**config.mk**
```make
export PLATFORM = sky130hd
export DESIGN_NAME = itof_issue_ctrl
export DESIGN_NICKNAME = d
export VERILOG_FILES = /design/src/rtl/itof_issue_ctrl.sv
export SDC_FILE = /design/constraint.sdc
export NUM_CORES = 1
export LEC_CHECK = 0
export CAP_MARGIN = 20
export CORE_AREA = 2 2 157 159
export CTS_CLUSTER_SIZE = 24
export DETAILED_ROUTE_END_ITERATION = 8
export DIE_AREA = 0 0 159 161
export PLACE_DENSITY_LB_ADDON = 0.2
export SLEW_MARGIN = 20
export SYNTH_ARGS = -nofsm -noshare
export SYNTH_HDL_FRONTEND = slang
export SYNTH_SLANG_ARGS = --single-unit
```
**constraint.sdc**
```tcl
create_clock -name clk -period 6.1 [get_ports clk]
set_input_delay 1.22 -clock clk [delete_from_list [all_inputs] [get_ports clk]]
set_output_delay 1.22 -clock clk [all_outputs]
set_load 0.1 [all_outputs]
```
**src/rtl/itof_issue_ctrl.sv**
```systemverilog
// Issue/result-buffering stage around a one-register int-to-float converter.
// Operands are tracked through the converter and captured in a credit-protected FIFO.

module itof_pipe (
  input  logic        clk,
  input  logic        rst_n,
  input  logic [31:0] a,
  output logic [31:0] f
);

  logic [31:0] f_d;
  logic [31:0] f_q;

  // Round-half-up on the first dropped bit; a mantissa carry-out bumps the exponent.
  function automatic logic [31:0] itof_round(input logic [31:0] val);
    logic        sign;
    logic [31:0] mag;
    logic [31:0] norm;
    logic [4:0]  msb;
    logic [24:0] sum;
    logic [7:0]  expo;
    logic [22:0] mant;
    sign = val[31];
    mag  = sign ? (~val + 32'd1) : val;
    msb  = 5'd0;
    for (int i = 0; i < 32; i++) begin
      if (mag[i]) msb = 5'(i);
    end
    norm = mag << (5'd31 - msb);
    sum  = {1'b0, norm[31:8]} + {24'd0, norm[7]};
    expo = 8'd127 + {3'd0, msb} + {7'd0, sum[24]};
    mant = sum[24] ? sum[23:1] : sum[22:0];
    if (mag == 32'd0) return 32'd0;
    return {sign, expo, mant};
  endfunction

  always_comb begin
    f_d = itof_round(a);
  end

  always_ff @(posedge clk) begin
    if (!rst_n) f_q <= '0;
    else        f_q <= f_d;
  end

  assign f = f_q;

endmodule

module itof_issue_ctrl #(
  parameter int TAG_W = 5,
  parameter int DEPTH = 4
) (
  input  logic             clk,
  input  logic             rst,
  input  logic             flush,
  input  logic             in_valid,
  output logic             in_ready,
  input  logic [31:0]      in_data,
  input  logic [TAG_W-1:0] in_tag,
  output logic             out_valid,
  input  logic             out_ready,
  output logic [31:0]      out_data,
  output logic [TAG_W-1:0] out_tag,
  output logic             busy
);

  localparam int OCC_W = $clog2(DEPTH + 1);
  localparam int PTR_W = (DEPTH > 1) ? $clog2(DEPTH) : 1;
  localparam logic [OCC_W:0]   DEPTH_C  = DEPTH[OCC_W:0];
  localparam logic [OCC_W-1:0] OCC_FULL = DEPTH[OCC_W-1:0];
  localparam logic [PTR_W-1:0] LAST_PTR = PTR_W'(DEPTH - 1);

  logic             s1_valid_q, s1_valid_d;
  logic [TAG_W-1:0] s1_tag_q, s1_tag_d;
  logic [PTR_W-1:0] wr_ptr_q, wr_ptr_d;
  logic [PTR_W-1:0] rd_ptr_q, rd_ptr_d;
  logic [OCC_W-1:0] occ_q, occ_d;
  logic [31:0]      data_mem_q [DEPTH];
  logic [31:0]      data_mem_d [DEPTH];
  logic [TAG_W-1:0] tag_mem_q  [DEPTH];
  logic [TAG_W-1:0] tag_mem_d  [DEPTH];

  logic [31:0] conv_f;
  logic        fire;
  logic        enq;
  logic        deq;

  function automatic logic [PTR_W-1:0] ptr_inc(input logic [PTR_W-1:0] p);
    return (p == LAST_PTR) ? '0 : p + 1'b1;
  endfunction

  itof_pipe u_itof_pipe (
    .clk   (clk),
    .rst_n (~rst),
    .a     (in_data),
    .f     (conv_f)
  );

  // Credit covers both buffered results and the op still inside the converter.
  assign in_ready  = ~flush & ~rst &
                     (({1'b0, occ_q} + {{OCC_W{1'b0}}, s1_valid_q}) < DEPTH_C);
  assign fire      = in_valid & in_ready;
  assign out_valid = (occ_q != '0) & ~flush;
  assign out_data  = data_mem_q[rd_ptr_q];
  assign out_tag   = tag_mem_q[rd_ptr_q];
  assign busy      = s1_valid_q | (occ_q != '0);
  assign enq       = s1_valid_q & ~flush;
  assign deq       = out_valid & out_ready;

  always_comb begin
    s1_valid_d = fire;
    s1_tag_d   = in_tag;
    wr_ptr_d   = wr_ptr_q;
    rd_ptr_d   = rd_ptr_q;
    occ_d      = occ_q;
    data_mem_d = data_mem_q;
    tag_mem_d  = tag_mem_q;
    if (enq) begin
      data_mem_d[wr_ptr_q] = conv_f;
      tag_mem_d[wr_ptr_q]  = s1_tag_q;
      wr_ptr_d             = ptr_inc(wr_ptr_q);
    end
    if (deq) rd_ptr_d = ptr_inc(rd_ptr_q);
    case ({enq, deq})
      2'b10:   occ_d = occ_q + 1'b1;
      2'b01:   occ_d = occ_q - 1'b1;
      default: occ_d = occ_q;
    endcase
    // Stale storage is harmless once occupancy is cleared.
    if (flush) begin
      wr_ptr_d = '0;
      rd_ptr_d = '0;
      occ_d    = '0;
    end
  end

  always_ff @(posedge clk or posedge rst) begin
    if (rst) begin
      s1_valid_q <= 1'b0;
      s1_tag_q   <= '0;
      wr_ptr_q   <= '0;
      rd_ptr_q   <= '0;
      occ_q      <= '0;
      for (int i = 0; i < DEPTH; i++) begin
        data_mem_q[i] <= '0;
        tag_mem_q[i]  <= '0;
      end
    end else begin
      s1_valid_q <= s1_valid_d;
      s1_tag_q   <= s1_tag_d;
      wr_ptr_q   <= wr_ptr_d;
      rd_ptr_q   <= rd_ptr_d;
      occ_q      <= occ_d;
      data_mem_q <= data_mem_d;
      tag_mem_q  <= tag_mem_d;
    end
  end

  a_no_overflow: assert property (@(posedge clk) disable iff (rst) !(enq && (occ_q == OCC_FULL)));

endmodule

```
==> results of run 1 <==
[stage by stage]
stage / instance area, um^2 / TNS, ns / cells / worst slack (ns) / utilization (%)
3_3_place_gp: 18600 / -28.80 / 2202 / -1.07 / 77.6
2_1_floorplan: 14300 / -2.43 / 1437 / -0.255 / -
4_1_cts: 20200 / 0 / 2276 / 0.000409 / 84.3
3_5_place_dp: 18600 / -31.71 / 2202 / -1.19 / 77.6
[Yosys cell counts, types with 10 or more instances]
master	n
dfxtp_1	32
or3_1	17
a21o_1	10
o221ai_1	11
clkbuf_1	63
ha_1	10
buf_1	10
o21ai_0	35
o31ai_1	14
nand2_1	102
nor3_1	51
a21oi_1	38
or4_1	15
a221oi_1	11
and2_1	10
o211ai_1	24
nand3_1	48
and3_1	12
a211oi_1	27
a31oi_1	11
nor2_1	91
xnor2_1	39
a22oi_1	13
buf_2	26
mux2i_1	46
inv_1	20
dfrtp_1	161
mux4_2	37
xor2_1	23
nand4_1	21
mux2_2	155
nor4_1	14
o21ai_1	13
o22ai_1	28
[per-layer routing]
metal / GRT overflow / global-route usage (%)
met5: 0 / 37.9
met4: 6 / 73.9
met3: 1 / 61.6
met2: 2 / 92.0
met1: 0 / 76.0
[cell families after synthesis]
family,after synthesis,share of synthesized area [%]
AND/OR/NAND/NOR,440,16.3
AO/OA/AOI/OAI,356,19.5
multiplexers,241,21.8
flip-flops,193,33.2
buffers and inverters,134,4.26
XOR/XNOR,62,3.86
adder cells (fa/ha/maj),11,1.03
[timing repair]
item                       4_1_cts
pin swaps                       62
setup buffers                   42
setup endpoints to repair       31
gates resized for setup        168
==> run_results.csv, run 1 <==
group,metric,value,unit
yosys,syn_inst,1437,
cts,cts_buffers,17,
floorplan,die_y,161,um
placement,routabilityCongestion,1.06,
yosys,synth-seq-cells,193,
cts,root_buffer,"clkbuf_16",
yosys,synth_area_per_cell,9.79,um^2
floorplan,ios,82,
cts,h-tree-depth,4,
global_routing,grt-ovfl-total,9,
yosys,yosysWarnings,0,
floorplan,initial_utilization,58.7,%
yosys,async_flop_share,83.4,%
cts,hold_buffers,0,
floorplan,row_count,57,
yosys,yosysTopAreaCellShare,28.6,%
cts,cts_sinks,193,
placement,io_buffers,81,
placement,hpwl,45900,um
global_routing,grt_max_degree,125,
run_status,stop_error,"[ERROR GRT-0232] Routing congestion too high. Check the congestion heatmap in the GUI.",
yosys,synth-edff-count,0,
global_routing,grt_usage,76.0,%
yosys,synth-seq-area-share,33.2,%
timing,grt-worst-endpoint,"u_itof_pipe.f[25]$_SDFF_PP0_/D",
yosys,synthesis.nets,1490,
yosys,synth.distinct_cells,108,
timing,worst_path_end_type,"register input",
run_status,lastStage,"5_1_grt",
yosys,ys_top_cells_by_area,"dfrtp_1 29%, mux2_2 12%, mux4_2 5.9%",
floorplan,die_w,159,um
yosys,synth_flop_cell,"dfrtp_1",
yosys,yosysTopAreaCell,"dfrtp_1",
run_status,status,"did not finish",
cts,clock_path_buffers,2,
yosys,synthesis.area,14100,um^2
==> inputs of run 2 (changes only) <==
CORE_AREA = 2 2 191 193   (was 2 2 157 159)
CTS_CLUSTER_SIZE = unset   (was 24)
DIE_AREA = 0 0 193 195   (was 0 0 159 161)
PLACE_DENSITY_LB_ADDON = 0.15   (was 0.2)
==> run 2 against run 1 <==
The run now ends clean. Area after synthesis did not move. Synthesized cell count did not move.
==> run_results.csv, run 2 <==
group,metric,value,unit
finish,fin_cells,2454,
global_routing,met3_usage,5.25,%
cts,clock_path_buffers,2,
yosys,synthMuxAreaShare,21.8,%
floorplan,die_y,195,um
finish,layout_common_cells,"517 x buf_4, 159 x dfrtp_1, 155 x mux2_2, 95 x nand2_1, 84 x nor2_1",
floorplan,die_area,37600,um^2
global_routing,grt_usage,29.4,%
finish,drive_gt1_share,50.2,%
global_routing,antenna_found_initial,0,
global_routing,busiest_layer,"met2",
timing,max_clock_freq,166,MHz
finish,regMostFlops,"data_mem_q",
global_routing,grt_max_degree,90,
timing,hold_viol_final,0,
hold_path,min_from,"data_mem_q[71]$_DFFE_PP0P_",
route,dr.pass1.iters,9,
route,drt-total-wl,55000,um
yosys,ys_top_cells_by_area,"dfrtp_1 29%, mux2_2 12%, mux4_2 5.9%",
floorplan,initial_utilization,39.8,%
cts,clk_latency,0.44,ns
yosys,synthesis.area,14100,um^2
worst_setup_path,cp.required,6.43,ns
timing,timing.slew.headroom,26.4,%
timing,setup_ws,0.0903,ns
floorplan,ios,82,
pwr,seqPwrFrac,30.2,%
worst_setup_path,crit_arrival,6.34,ns
yosys,synthSimpleGateAreaFrac,16.3,%
global_routing,grt_pass1_vias,14346,
yosys,yosysWarnings,0,
timing,tightest_slew,1.10,ns
flow_run,cap_viol_max_count,0,
timing,setup_violations,0,
finish,largest_reg_flops,128,
global_routing,met2_usage,46.3,%
timing,finalCriticalPeriod,6.01,ns
run_status,status,"finished clean",
finish,final_area,21100,um^2
yosys,synth_flop_cell,"dfrtp_1",
placement,dp_cells,2361,
pwr,power_frac_clock,21.7,%
pwr,power_density,237,nW/um^2
global_routing,grt-ovfl-total,0,
route,vias_per_cell,5.91,
pwr,power.switching,2.06,mW
finish,layout_commonest_cell,"buf_4",
yosys,synth.distinct_cells,108,
timing,finClkSkew,0.00809,ns
yosys,synth-compound-area-share,19.5,%
route,remaining_drc_errors,0,
placement,dpl_cell_area,18900,um^2
cts,cts_sinks,193,
floorplan,core_area,35400,um^2
pwr,finalPower,4.99,mW
global_routing,grtUsageMet1,40.3,%
floorplan,row_count,69,
worst_setup_path,crit_start,"in_data[1]",
yosys,synth_xor_area_share,3.86,%
yosys,synth_area_per_cell,9.79,um^2
yosys,synth-edff-count,0,
placement,io_buffers,81,
route,ant_nets,0,
floorplan,die_w,193,um
pwr,swShare,41.3,%
placement,routabilityCongestion,0.972,
finish,fin_util,59.5,%
yosys,yosysTopAreaCellShare,28.6,%
pwr,power.leakage,9.34,nW
yosys,synth_top_family_by_area,"multiplexers",
cts,cts_tree,"done",
route,detail_route.wl_per_cell,22.4,um
yosys,synthesis.nets,1490,
yosys,synthAdderAreaFrac,1.03,%
yosys,synth-seq-area-share,33.2,%
placement,dp_slack,-1.13,ns
cts,cts_buffers,17,
worst_setup_path,critPathMaxFanout,7,
yosys,synth-seq-cells,193,
global_routing,grt_first_pass_wirelength,84100,um
pwr,p_int,2.93,mW
worst_setup_path,worstReg2RegStart,"s1_valid_q$_DFF_PP0_",
yosys,yosys-top-cells-count,"161 x dfrtp_1, 155 x mux2_2, 102 x nand2_1, 91 x nor2_1, 63 x clkbuf_1",
pwr,vdd_drop_max,0.349,mV
yosys,yosysTopAreaCell,"dfrtp_1",
cts,cts.reportedPaths.clkPinSlew,0.07,ns
cts,root_buffer,"clkbuf_16",
yosys,async_flop_share,83.4,%
finish,diodes,0,
timing,final_max_slew_viol_count,0,
worst_setup_path,crit_path_end_kind,"register",
hold_path,hold_class,"reg -> reg",
finish,area_growth_syn_to_layout,49.6,%
route,num_vias,14502,
cts,h-tree-depth,4,
cts,hold_buffers,0,
timing,timing.final.crit_share,98.5,%
yosys,yosysMostFrequentCell,"dfrtp_1",
finish,fin_nets,2033,
placement,hpwl,42700,um
pwr,combPwrFrac,48.1,%
worst_setup_path,crit_type,"in -> reg",
yosys,syn_inst,1437,
worst_setup_path,start_kind,"input pin",
route,drtIter0Drc,1200,
## run 2: cell counts after synthesis
No cell type changed its count.
## run 2: final timing paths
path / end / slack, ns / depth (start not counted)
max: u_itof_pipe.f[21]$_SDFF_PP0_ / 0.09 / 27
max in group asynchronous: data_mem_q[45]$_DFFE_PP0P_ / 3.50 / 3
min reg2reg: data_mem_q[71]$_DFFE_PP0P_ / 0.50 / 1
min: data_mem_q[71]$_DFFE_PP0P_ / 0.50 / 1
max reg2reg: data_mem_q[110]$_DFFE_PP0P_ / 3.70 / 4
min in group asynchronous: occ_q[2]$_DFFE_PP0P_ / 1.40 / 2
## run 2: layout make-up
cell class | instances | area, um^2
Inverter | 23 | 104
Multi-Input combinational cell | 1110 | 9940
Sequential cell | 193 | 4670
Tap cell | 461 | 577
Clock inverter | 15 | 168
Timing Repair Buffer | 635 | 5160
Clock buffer | 17 | 425
Fill cell | 3089 | 14300
## run 2: logic make-up after synthesis
| group | count (synthesis) |
|---|---|
| AO/OA/AOI/OAI | 356 |
| XOR/XNOR | 62 |
| adder cells (fa/ha/maj) | 11 |
| buffers and inverters | 134 |
| flip-flops | 193 |
| multiplexers | 241 |
| AND/OR/NAND/NOR | 440 |
## run 2: power groups by stage
stage               registers, mW  logic [mW]  clock network, mW
floorplan                    1.49        1.39                  0
global placement             1.52        2.18                  0
detailed placement           1.53        2.19                  0
CTS                          1.51        2.29               1.12
global route                 1.52        2.52               1.17
finish                       1.51        2.40               1.08
## run 2: what timing repair did
item / 4_1_cts / 5_1_grt
resized for setup: 134 / 134
pin swaps: 48 / 71
endpoints found under the setup margin: 31 / 31
setup buffers: 24 / 38
## run 2: layer usage
layer  vias to the layer above  part of all wire [%]
li1                       6644                     -
met1                      7206                    44
met2                       546                    47
met3                       106                   6.5
met4                         0                   3.3
met5                         -                     0
## run 2: critical path: stages
cell and delay [ns]:
buf_6 0.10, inv_2 0.06, ha_4 0.12, or3b_4 0.44, o41ai_4 0.26, xnor2_1 0.14, or4_4 0.53, a2111oi_4 0.42
a31oi_4 0.16, buf_6 0.16, buf_4 0.14, a211oi_4 0.27, o2111a_1 0.26, a221oi_2 0.05, mux2i_1 0.17, and2_4 0.18
ha_4 0.16, buf_6 0.09, inv_2 0.03, a311oi_2 0.26, nand4_1 0.17, buf_4 0.18, nor4_4 0.16, buf_4 0.18
nand4_1 0.12, xnor2_2 0.22, nor2_1 0.08
## run 2: per-stage QoR
stage	TNS [ns]	hold slack (ns)
floorplan	-2.43	0.474
global placement	-29.70	0.481
detailed placement	-29.99	0.489
CTS	-0.00342	0.505
global route	-0.0448	0.518
finish	0	0.502
No activity file was read; power rests on OpenSTA's default activity.
==> inputs of run 3 (changes only) <==
ABC_AREA = 1   (was unset)
CORE_AREA = 2 2 174 176   (was 2 2 191 193)
DIE_AREA = 0 0 176 178   (was 0 0 193 195)
==> run 3 against run 2 <==
Critical endpoint is now u_itof_pipe.f[25]$_SDFF_PP0_. Core utilization fell by 5.0 points. First-iteration DRC count fell by 26%. Area after synthesis fell by 17%. Combinational power rose by 51%. Sequential share of layout area rose by 7.0 points. Largest cell class unchanged. Clock power rose by 6%.
==> run_results.csv, run 3 <==
group,metric,value,unit
run_status,status,"finished clean",
yosys,yosysMostFrequentCell,"nand2_1",
finish,area_growth_syn_to_layout,37.3,%
cts,cts_tree,"done",
cts,clk_latency,0.43,ns
yosys,async_flop_share,83.4,%
hold_path,hold_end,"data_mem_q[92]$_DFFE_PP0P_",
finish,fin_nets,1997,
yosys,synth.distinct_cells,54,
worst_setup_path,rrSetupSlack,4.09,ns
worst_setup_path,path_common_cell,"nand3_2",
yosys,synthesis.area,11700,um^2
worst_setup_path,start_kind,"input pin",
pwr,power_frac_clock,18.3,%
yosys,synth-seq-area-share,40.0,%
worst_setup_path,cp.required,6.46,ns
route,drtIter0Drc,884,
route,ant_nets,0,
pwr,seqPwrFrac,24.3,%
pwr,power.leakage,7.74,nW
pwr,power.switching,3.19,mW
cts,root_buffer,"clkbuf_16",
worst_setup_path,worstReg2RegStart,"occ_q[1]$_DFFE_PP0P_",
worst_setup_path,path_delay_family,"simple AND/OR/NAND/NOR gates",
route,drt-total-wl,34500,um
route,dr.pass1.iters,7,
floorplan,initial_utilization,39.7,%
flow_run,cap_viol_max_count,0,
hold_path,min_from,"data_mem_q[92]$_DFFE_PP0P_",
finish,multi_input_area,6550,um^2
floorplan,die_area,31300,um^2
cts,h-tree-depth,4,
worst_setup_path,reg2regPathDepth,8,
finish,regMostFlops,"data_mem_q",
timing,finalCriticalPeriod,5.83,ns
floorplan,row_count,63,
floorplan,core_area,29400,um^2
yosys,yosysWarnings,0,
global_routing,grt_first_pass_wirelength,56500,um
placement,dp_cells,2257,
floorplan,die_y,178,um
placement,dp_slack,-0.815,ns
timing,rsz0062_at_grt,"yes",
placement,routabilityCongestion,0.892,
route,vias_per_cell,5.10,
global_routing,grt_pass1_vias,11364,
floorplan,ios,82,
pwr,p_int,3.11,mW
timing,timing.final.crit_share,95.5,%
yosys,synth_area_per_cell,7.10,um^2
cts,cts.reportedPaths.clkPinSlew,0.07,ns
yosys,yosysTopAreaCellShare,34.5,%
worst_setup_path,r2r-end,"occ_q[2]$_DFFE_PP0P_",
worst_setup_path,cpPeakStageDelay,0.46,ns
finish,seqCellArea,4670,um^2
timing,finClkSkew,0.00928,ns
finish,layout_commonest_cell,"nand2_1",
route,detail_route.wl_per_cell,14.7,um
finish,fill_cells,2806,
yosys,yosysTopAreaCell,"dfrtp_1",
placement,hpwl,23000,um
route,num_vias,11966,
timing,tightest_slew,1.04,ns
timing,timing.slew.headroom,30.8,%
timing,final_max_slew_viol_count,0,
finish,layout_common_cells,"372 x nand2_1, 273 x buf_4, 237 x o21ai_0, 208 x nand3_1, 160 x dfrtp_1",
worst_setup_path,crit_arrival,6.19,ns
worst_setup_path,crit_buf_inv,6,
yosys,yosys-top-cells-count,"404 x nand2_1, 241 x o21ai_0, 239 x nand3_1, 161 x dfrtp_1, 137 x nor2_1",
timing,max_clock_freq,172,MHz
cts,cts_sinks,193,
finish,diodes,0,
worst_setup_path,critPathMaxFanout,5,
hold_path,hold_class,"reg -> reg",
yosys,ys_top_cells_by_area,"dfrtp_1 35%, nand2_1 13%, o21ai_0 10%",
pwr,power_density,393,nW/um^2
yosys,synthesis.nets,1696,
pwr,vdd_drop_max,0.278,mV
timing,setup_ws,0.273,ns
pwr,swShare,50.7,%
global_routing,grt-ovfl-total,0,
yosys,syn_inst,1643,
route,remaining_drc_errors,0,
yosys,synth-seq-cells,193,
global_routing,grt_max_degree,162,
finish,largest_reg_flops,128,
global_routing,antenna_found_initial,0,
worst_setup_path,crit_path_end_kind,"register",
cts,cts_buffers,17,
yosys,synth_flop_cell,"dfrtp_1",
worst_setup_path,crit_type,"in -> reg",
timing,hold_viol_final,0,
hold_path,min_path_cells,2,
yosys,synth-edff-count,0,
floorplan,die_w,176,um
global_routing,grt_usage,22.1,%
finish,fin_cells,2347,
worst_setup_path,slowest_stage,"clkdlybuf4s50_1",
placement,io_buffers,81,
finish,drive_gt1_share,26.3,%
pwr,combPwrFrac,57.4,%
cts,hold_buffers,0,
timing,setup_violations,0,
cts,clock_path_buffers,2,
[run 3: changes by cell type after synthesis, sizes merged, moves of 64 or more]
cell	change
inv	+116
mux2	-158
nand2	+309
nand3	+199
nor2	+64
o21ai	+192
[run 3: cell type report]
| type | instances | area share [%] |
|---|---|---|
| Clock inverter | 15 | 1.16 |
| Sequential cell | 193 | 29.1 |
| Inverter | 142 | 3.49 |
| Clock buffer | 17 | 2.65 |
| Tap cell | 390 | 3.04 |
| Timing Repair Buffer | 375 | 19.6 |
| Multi-Input combinational cell | 1215 | 40.9 |
[run 3: power by group through the flow]
stage	registers (mW)	logic (mW)	clock network (mW)
after floorplan	1.54	2.49	0
after global placement	1.56	3.45	0
after detailed placement	1.56	3.46	0
after CTS	1.53	3.53	1.18
after global routing	1.55	3.87	1.23
final	1.53	3.62	1.15
[run 3: worst max-delay path by stage]
stage                     startpoint                      endpoint  slack, ns  cells past startpoint
after floorplan           in_data[0]  u_itof_pipe.f[25]$_SDFF_PP0_      -0.10                     36
after global placement    in_data[0]  u_itof_pipe.f[25]$_SDFF_PP0_      -0.65                     42
after detailed placement  in_data[0]  u_itof_pipe.f[25]$_SDFF_PP0_      -0.81                     36
after CTS                 in_data[3]  u_itof_pipe.f[25]$_SDFF_PP0_      0.001                     38
after global routing      in_data[4]  u_itof_pipe.f[27]$_SDFF_PP0_      -0.09                     45
final                     in_data[9]  u_itof_pipe.f[25]$_SDFF_PP0_       0.27                     37
[run 3: worst min-delay path: stages (launching register included)]
cell and delay [ns]:
dfrtp_1 0.34, nand2_1 0.05, o21ai_0 0.06
[run 3: cells by family (layout without fill, tap and decap cells)]
kind of cell	Yosys count	count (layout)	share of synthesized area, %
AND/OR/NAND/NOR	854	857	33.3
AO/OA/AOI/OAI	319	319	14.6
buffers and inverters	238	549	8.67
flip-flops	193	193	40.0
XOR/XNOR	28	28	2.23
adder cells (fa/ha/maj)	11	11	1.24
[run 3: per-stage QoR]
stage	setup TNS [ns]	hold slack, ns	instance area [um^2]	utilization, %	total power [mW]
final	0	0.483	16000	54.5	6.30
after global routing	-0.298	0.506	16000	54.5	6.65
after CTS	0	0.486	15400	52.4	6.24
after detailed placement	-12.12	0.468	14300	48.8	5.02
after global placement	-9.35	0.462	14300	48.8	5.00
after floorplan	-0.104	0.448	11700	-	4.03
[run 3: timing repair]
item	CTS	global route
gates resized for setup	69	120
cloned	0	4
setup endpoints to repair	11	31
buffers inserted	34	23
pin swaps	31	53
[run 3: per-layer routing]
metal	global-route usage (%)	up-vias	share of wire (%)
li1	-	6044	-
met1	30.4	5636	47
met2	37.5	245	48
met3	2.51	41	3.1
met4	5.30	0	1.8
met5	0	-	0
